**src/rtl/attosoc_uart_tx.sv**
```systemverilog
// rtl/attosoc_uart_tx.sv - memory-mapped 8N1 UART transmitter with TX FIFO and run-time baud divider
module attosoc_uart_tx #(
  parameter logic [31:0] BASE_ADDR     = 32'h0200_0000,
  parameter int          FIFO_DEPTH    = 8,
  parameter logic [15:0] CLK_DIV_RESET = 16'd104
) (
  input  logic        clk,
  input  logic        rst,
  input  logic        iomem_valid,
  input  logic [31:0] iomem_addr,
  input  logic [31:0] iomem_wdata,
  input  logic [3:0]  iomem_wstrb,
  output logic        iomem_ready,
  output logic [31:0] iomem_rdata,
  output logic        uart_tx
);
  localparam int AW = $clog2(FIFO_DEPTH);

  typedef enum logic [1:0] {S_IDLE, S_START, S_DATA, S_STOP} state_t;
  state_t state, state_next;

  logic [7:0]    fifo_mem [FIFO_DEPTH];
  logic [AW-1:0] wr_ptr, rd_ptr;
  logic [AW:0]   count;
  logic          fifo_empty, fifo_full;

  logic [15:0] div_reg, bit_period, baud_cnt;
  logic [2:0]  bit_idx;
  logic [7:0]  shift_reg;
  logic        bit_end, pop;

  logic        sel, data_wr, accept, push;
  logic [31:0] rd_val;
  logic        unused_bits;

  assign unused_bits = ^{iomem_addr[1:0], iomem_wdata[31:16], iomem_wstrb[3:2]};

  assign fifo_empty = (count == '0);
  assign fifo_full  = (count == (AW+1)'(FIFO_DEPTH));

  // A DATA write into a full FIFO waits for the pop that frees a slot.
  assign sel     = iomem_valid && (iomem_addr[31:4] == BASE_ADDR[31:4]);
  assign data_wr = (iomem_addr[3:2] == 2'd0) && iomem_wstrb[0];
  assign accept  = sel && !iomem_ready && (!data_wr || !fifo_full || pop);
  assign push    = accept && data_wr;

  always_comb begin
    rd_val = '0;
    if (iomem_wstrb == 4'b0000) begin
      case (iomem_addr[3:2])
        2'd1:    rd_val = {29'b0, state != S_IDLE, fifo_empty, fifo_full};
        2'd2:    rd_val = {16'b0, div_reg};
        default: rd_val = '0;
      endcase
    end
  end

  always_ff @(posedge clk) begin
    if (rst) begin
      iomem_ready <= 1'b0;
      iomem_rdata <= '0;
      div_reg     <= CLK_DIV_RESET;
    end else begin
      iomem_ready <= accept;
      iomem_rdata <= accept ? rd_val : '0;
      if (accept && iomem_addr[3:2] == 2'd2) begin
        if (iomem_wstrb[0]) div_reg[7:0]  <= iomem_wdata[7:0];
        if (iomem_wstrb[1]) div_reg[15:8] <= iomem_wdata[15:8];
      end
    end
  end

  always_ff @(posedge clk) begin
    if (rst) begin
      wr_ptr <= '0;
      rd_ptr <= '0;
      count  <= '0;
    end else begin
      if (push) begin
        fifo_mem[wr_ptr] <= iomem_wdata[7:0];
        wr_ptr           <= wr_ptr + AW'(1);
      end
      if (pop) rd_ptr <= rd_ptr + AW'(1);
      case ({push, pop})
        2'b10:   count <= count + (AW+1)'(1);
        2'b01:   count <= count - (AW+1)'(1);
        default: count <= count;
      endcase
    end
  end

  assign bit_end = (baud_cnt == bit_period - 16'd1);

  always_ff @(posedge clk) begin
    if (rst) state <= S_IDLE;
    else     state <= state_next;
  end

  always_comb begin
    state_next = state;
    pop        = 1'b0;
    uart_tx    = 1'b1;
    case (state)
      S_IDLE: begin
        if (!fifo_empty) begin
          pop        = 1'b1;
          state_next = S_START;
        end
      end
      S_START: begin
        uart_tx = 1'b0;
        if (bit_end) state_next = S_DATA;
      end
      S_DATA: begin
        uart_tx = shift_reg[0];
        if (bit_end && bit_idx == 3'd7) state_next = S_STOP;
      end
      S_STOP: begin
        if (bit_end) begin
          if (!fifo_empty) begin
            pop        = 1'b1;
            state_next = S_START;
          end else begin
            state_next = S_IDLE;
          end
        end
      end
      default: state_next = S_IDLE;
    endcase
  end

  // Divider is sampled only at frame start, so mid-frame DIV writes affect the next frame.
  always_ff @(posedge clk) begin
    if (rst) begin
      baud_cnt   <= '0;
      bit_period <= 16'd1;
      bit_idx    <= '0;
      shift_reg  <= '0;
    end else if (pop) begin
      shift_reg  <= fifo_mem[rd_ptr];
      bit_period <= (div_reg == 16'd0) ? 16'd1 : div_reg;
      baud_cnt   <= '0;
      bit_idx    <= '0;
    end else if (state != S_IDLE) begin
      if (bit_end) begin
        baud_cnt <= '0;
        if (state == S_DATA) begin
          shift_reg <= shift_reg >> 1;
          bit_idx   <= bit_idx + 3'd1;
        end
      end else begin
        baud_cnt <= baud_cnt + 16'd1;
      end
    end
  end
endmodule
```
**config.mk**
```make
export PLATFORM = sky130hd
export DESIGN_NAME = attosoc_uart_tx
export DESIGN_NICKNAME = d
export VERILOG_FILES = /design/src/rtl/attosoc_uart_tx.sv
export SDC_FILE = /design/constraint.sdc
export NUM_CORES = 1
export LEC_CHECK = 0
export CORE_ASPECT_RATIO = 0.9
export CORE_UTILIZATION = 50
export CTS_CLUSTER_SIZE = 12
export DETAILED_ROUTE_END_ITERATION = 10
export PLACE_DENSITY = 0.79
export SYNTH_ARGS = -nofsm -noshare
export SYNTH_HDL_FRONTEND = slang
export SYNTH_SLANG_ARGS = --single-unit
```
**constraint.sdc**
```tcl
create_clock -name clk -period 5.1 [get_ports clk]
set_input_delay 1.02 -clock clk [delete_from_list [all_inputs] [get_ports clk]]
set_output_delay 1.02 -clock clk [all_outputs]
set_load 0.03 [all_outputs]
```
==> metrics.txt <==
# TYPE chip_impl_metric gauge
chip_impl_info{name="outcome",value="finished with violations"} 1
chip_impl_info{name="violations_in_the_final_reports",value="design-rule violations"} 1
chip_impl_metric{name="floorplan.die.width",unit="um"} 128
chip_impl_info{name="grt_busiest_layer",value="met2"} 1
chip_impl_metric{name="areaGrowthSynthToFinish",unit="%"} 20.1
chip_impl_metric{name="top_level_ports",unit=""} 105
chip_impl_metric{name="avgRoutedWirePerCell",unit="um"} 17.8
chip_impl_metric{name="postCtsSetupBuffers",unit=""} 0
chip_impl_info{name="reg2reg_from",value="bit_period[0]"} 1
chip_impl_metric{name="ys_seq_elements",unit=""} 155
chip_impl_metric{name="maxSlewHeadroom",unit="%"} 19.3
chip_impl_info{name="grt_setup_unrepaired",value="false"} 1
chip_impl_metric{name="global_route.usage.met3",unit="%"} 4.56
chip_impl_metric{name="yosysWarningCount",unit=""} 0
chip_impl_metric{name="final_wtd_congestion",unit=""} 0.865
chip_impl_metric{name="detailedPlacementHpwl",unit="mm"} 11.3
chip_impl_metric{name="detail_route_antenna_nets",unit=""} 0
chip_impl_metric{name="synth_mux_area_share",unit="%"} 9.88
chip_impl_metric{name="site_row_count",unit=""} 41
chip_impl_info{name="cp-end-kind",value="flop"} 1
chip_impl_metric{name="synth_xor_area_share",unit="%"} 5.04
chip_impl_metric{name="post-route-min-period",unit="ns"} 4.64
chip_impl_metric{name="via_count_of_the_first_global_routing_pass",unit=""} 5021
chip_impl_info{name="registers.top_by_ff_count",value="fifo_mem"} 1
chip_impl_metric{name="yosys.cell_types.count",unit=""} 65
chip_impl_info{name="synth_top_family_by_area",value="simple AND/OR/NAND/NOR gates"} 1
chip_impl_metric{name="cts.sink_count",unit=""} 155
chip_impl_metric{name="core_area",unit="um^2"} 14000
chip_impl_metric{name="stdcell_count",unit=""} 907
chip_impl_metric{name="worst-endpoint-required",unit="ns"} 5.45
chip_impl_metric{name="fin_tns_setup",unit="ns"} 0
chip_impl_metric{name="crit_fanout",unit=""} 10
chip_impl_info{name="post-synth-top-area-cell",value="sky130_fd_sc_hd__edfxtp_1"} 1
chip_impl_metric{name="tightestPinTransition",unit="ns"} 1.20
chip_impl_metric{name="portBuffers",unit=""} 70
chip_impl_metric{name="reg2reg_slack",unit="ns"} 0.46
chip_impl_metric{name="max_freq",unit="GHz"} 0.215
chip_impl_metric{name="worst_ep_arrival_time",unit="ns"} 4.99
chip_impl_metric{name="initial_core_util",unit="%"} 51.1
chip_impl_metric{name="overall_die_area",unit="um^2"} 14700
chip_impl_metric{name="grt-ovfl-total",unit=""} 0
chip_impl_metric{name="drv_slew",unit=""} 0
chip_impl_metric{name="die_height",unit="um"} 115
chip_impl_metric{name="r2r.worst_path.cells",unit=""} 17
chip_impl_metric{name="syn_area",unit="um^2"} 7130
chip_impl_metric{name="routed_vias_inst",unit=""} 5.65
chip_impl_metric{name="grt_pass1_wl",unit="mm"} 25.8
chip_impl_metric{name="syn-mean-instance-area",unit="um^2"} 11.3
chip_impl_metric{name="netlist.area_leader.share",unit="%"} 27.0
chip_impl_metric{name="cts_made_buffers",unit=""} 17
chip_impl_metric{name="num-nets-final",unit=""} 789
chip_impl_metric{name="syn_inst",unit=""} 630
chip_impl_metric{name="cts.repair.resized",unit=""} 0
chip_impl_metric{name="global_route_met2_utilization",unit="%"} 37.8
chip_impl_info{name="synth_flop_cell",value="sky130_fd_sc_hd__dfxtp_1"} 1
chip_impl_metric{name="grtUsageTotal",unit="%"} 23.0
chip_impl_metric{name="clkLatencyLatePin",unit="ns"} 0.43
chip_impl_metric{name="synth-edff-count",unit=""} 64
chip_impl_metric{name="ratio_of_cells_with_drive_above_1_in_the_final_layout",unit="%"} 11.1
chip_impl_metric{name="routed_wl",unit="mm"} 16.1
chip_impl_info{name="tritoncts",value="built"} 1
chip_impl_metric{name="irDropWorstVdd",unit="V"} 0.000266
chip_impl_metric{name="asyncSetResetFlopFracSynth",unit="%"} 0
chip_impl_metric{name="detail_route.first_pass.iterations",unit=""} 8
chip_impl_info{name="critical_path.cell_chain",value="inv_1 > ha_1 > nor3b_1 > nand4_1 > xnor2_1 > a311oi_1 > nor3_1 > buf_4 > a31oi_1 > a211o_1 > ha_1 > ha_1 > a21o_1 > a21oi_1 > xnor2_1 > or3_1 > a21oi_1"} 1
chip_impl_metric{name="min_period_over_period",unit="%"} 91.1
chip_impl_metric{name="final.setup_skew",unit="ns"} 0.0160
chip_impl_info{name="crit_path_top_delay_cell",value="sky130_fd_sc_hd__nor3b_1"} 1
chip_impl_info{name="critical_path.reg2reg.endpoint",value="count[3]"} 1
chip_impl_metric{name="p_per_area",unit="nW/um^2"} 322
chip_impl_metric{name="grt_max_degree",unit=""} 54
chip_impl_metric{name="vias",unit=""} 5125
chip_impl_metric{name="drt_first_iter_violations",unit=""} 331
chip_impl_info{name="crit_top_cell",value="sky130_fd_sc_hd__ha_1"} 1
chip_impl_info{name="hold_path.class",value="reg2reg"} 1
chip_impl_metric{name="groute.layer.met1.usage",unit="%"} 30.4
chip_impl_metric{name="yosysSeqAreaShare",unit="%"} 52.5
chip_impl_metric{name="ctsHtreeMaxLevel",unit=""} 4
chip_impl_metric{name="max-cap-violations",unit=""} 0
chip_impl_metric{name="largest_register_ff_count",unit=""} 64
chip_impl_info{name="synth.top_cells.by_area",value="sky130_fd_sc_hd__edfxtp_1 (27%), sky130_fd_sc_hd__dfxtp_1 (26%), sky130_fd_sc_hd__mux4_2 (5.1%)"} 1
chip_impl_info{name="critPathLaunch",value="bit_period[0]"} 1
chip_impl_metric{name="dp.cells",unit=""} 875
chip_impl_metric{name="ctsHoldBuffers",unit=""} 0
chip_impl_metric{name="grt_antenna_before_repair",unit=""} 0
chip_impl_info{name="endpoint",value="count[3]"} 1
chip_impl_metric{name="clkTransAtPathRegs",unit="ns"} 0.06
chip_impl_info{name="ctsRootBufferMaster",value="sky130_fd_sc_hd__clkbuf_16"} 1
chip_impl_info{name="cp-start-kind",value="flop"} 1
chip_impl_metric{name="synth_compound_gate_area_share",unit="%"} 7.64
chip_impl_metric{name="synth_fa_ha_area_share",unit="%"} 3.09
chip_impl_metric{name="setup_viol",unit=""} 0
chip_impl_metric{name="report.final.hold_viol_count",unit=""} 0
chip_impl_metric{name="route.detailed.drc",unit=""} 2
chip_impl_metric{name="critPathMaxStageDelay",unit="ns"} 0.43
chip_impl_info{name="worstSetupPathType",value="reg2reg"} 1
chip_impl_metric{name="power_leakage",unit="uW"} 0.00305
chip_impl_metric{name="clk_path_buf_depth",unit=""} 2
chip_impl_metric{name="synth_simple_gate_area_share",unit="%"} 17.2
chip_impl_metric{name="antenna-diode-count",unit=""} 0
-- logic make-up (layout without fill, tap and decap cells) --
group / after synthesis / count (layout)
multiplexers: 50 / 50
flip-flops: 155 / 155
XOR/XNOR: 41 / 41
AO/OA/AOI/OAI: 70 / 70
buffers and inverters: 66 / 135
other: 1 / 16
adder cells (fa/ha/maj): 17 / 17
AND/OR/NAND/NOR: 230 / 230
-- cells in the final DEF (no fill, tap or decap), drive strengths merged, types with 3 or more instances in the layout --
cell type and n:
a211o 10, a211oi 3, a21oi 13, a22o 11, a22oi 4, a31oi 3
and3 16, buf 13, clkbuf 20, clkdlybuf4s50 69, clkinv 4, clkinvlp 3
conb 16, dfxtp 91, edfxtp 64, ha 16, inv 24, mux2 3
mux2i 31, mux4 16, nand2 18, nand2b 8, nand3 30, nand4 7
nor2 79, nor2b 5, nor3 24, nor4 20, nor4b 8, o21ai 6
o31ai 3, or3 5, xnor2 27, xor2 14
-- worst min-delay path by stage --
stage               slack (ns)         start      endpoint  cells past startpoint
floorplan                 0.43  shift_reg[1]  shift_reg[0]                      1
global placement          0.44  shift_reg[3]  shift_reg[2]                      1
detailed placement        0.45  shift_reg[5]  shift_reg[4]                      1
CTS                       0.47  shift_reg[3]  shift_reg[2]                      1
global route              0.48  shift_reg[5]  shift_reg[4]                      1
finish                    0.47  shift_reg[3]  shift_reg[2]                      1
-- critical path: cells and delay by family, from the launching register on --
kind                       cells  cell delay [ns]
adders and majority gates      3             0.94
and+or+nand+nor                4             1.07
xor gates and xnor gates       2             0.28
DFF                            1             0.37
buffers and inverters          2             0.29
AOI/OAI and AO/OA              6             1.64
-- synth_stat cells (all sizes together) (14+ instances only) --
master	number
mux2i	31
nand2	18
clkbuf	19
edfxtp	64
inv	21
nor2	79
nand3	30
dfxtp	91
nor4	20
xor2	14
nor3	24
mux4	16
buf	26
ha	16
and3	16
xnor2	27
-- stage by stage --
stage	hold slack, ns	utilization (%)	worst slack, ns	instance area, um^2	power (uW)
final	0.466	61.3	0.456	8560	2750
after CTS	0.471	61.3	0.525	8560	2760
after detailed placement	0.452	57.1	0.610	7970	1520
after global placement	0.436	57.1	0.763	7970	1510
after global routing	0.484	61.3	0.130	8560	2830
after floorplan	0.427	-	1.05	7180	1440
-- where the power goes --
group | leakage, uW | switching, uW | total (uW) | internal [uW]
combinational | 0.00146 | 114 | 192 | 77.9
sequential | 0.00131 | 10.5 | 1310 | 1300
clock | 0.000280 | 504 | 1260 | 752
-- per-layer routing --
metal / up-vias / part of all wire (%)
met1: 2533 / 45
li1: 2429 / -
met3: 21 / 4.2
met2: 142 / 49
met5: - / 0
met4: 0 / 1.0
-- cell type report --
cell class                      count  area [um^2]
Clock inverter                     12          135
Sequential cell                   155         3740
Inverter                           21         78.8
Fill cell                        1080         5400
Clock buffer                       20          458
Timing Repair Buffer               82          786
Multi-Input combinational cell    424         3120
Tap cell                          193          241
Note: power is estimated with default switching activity, not from simulation.
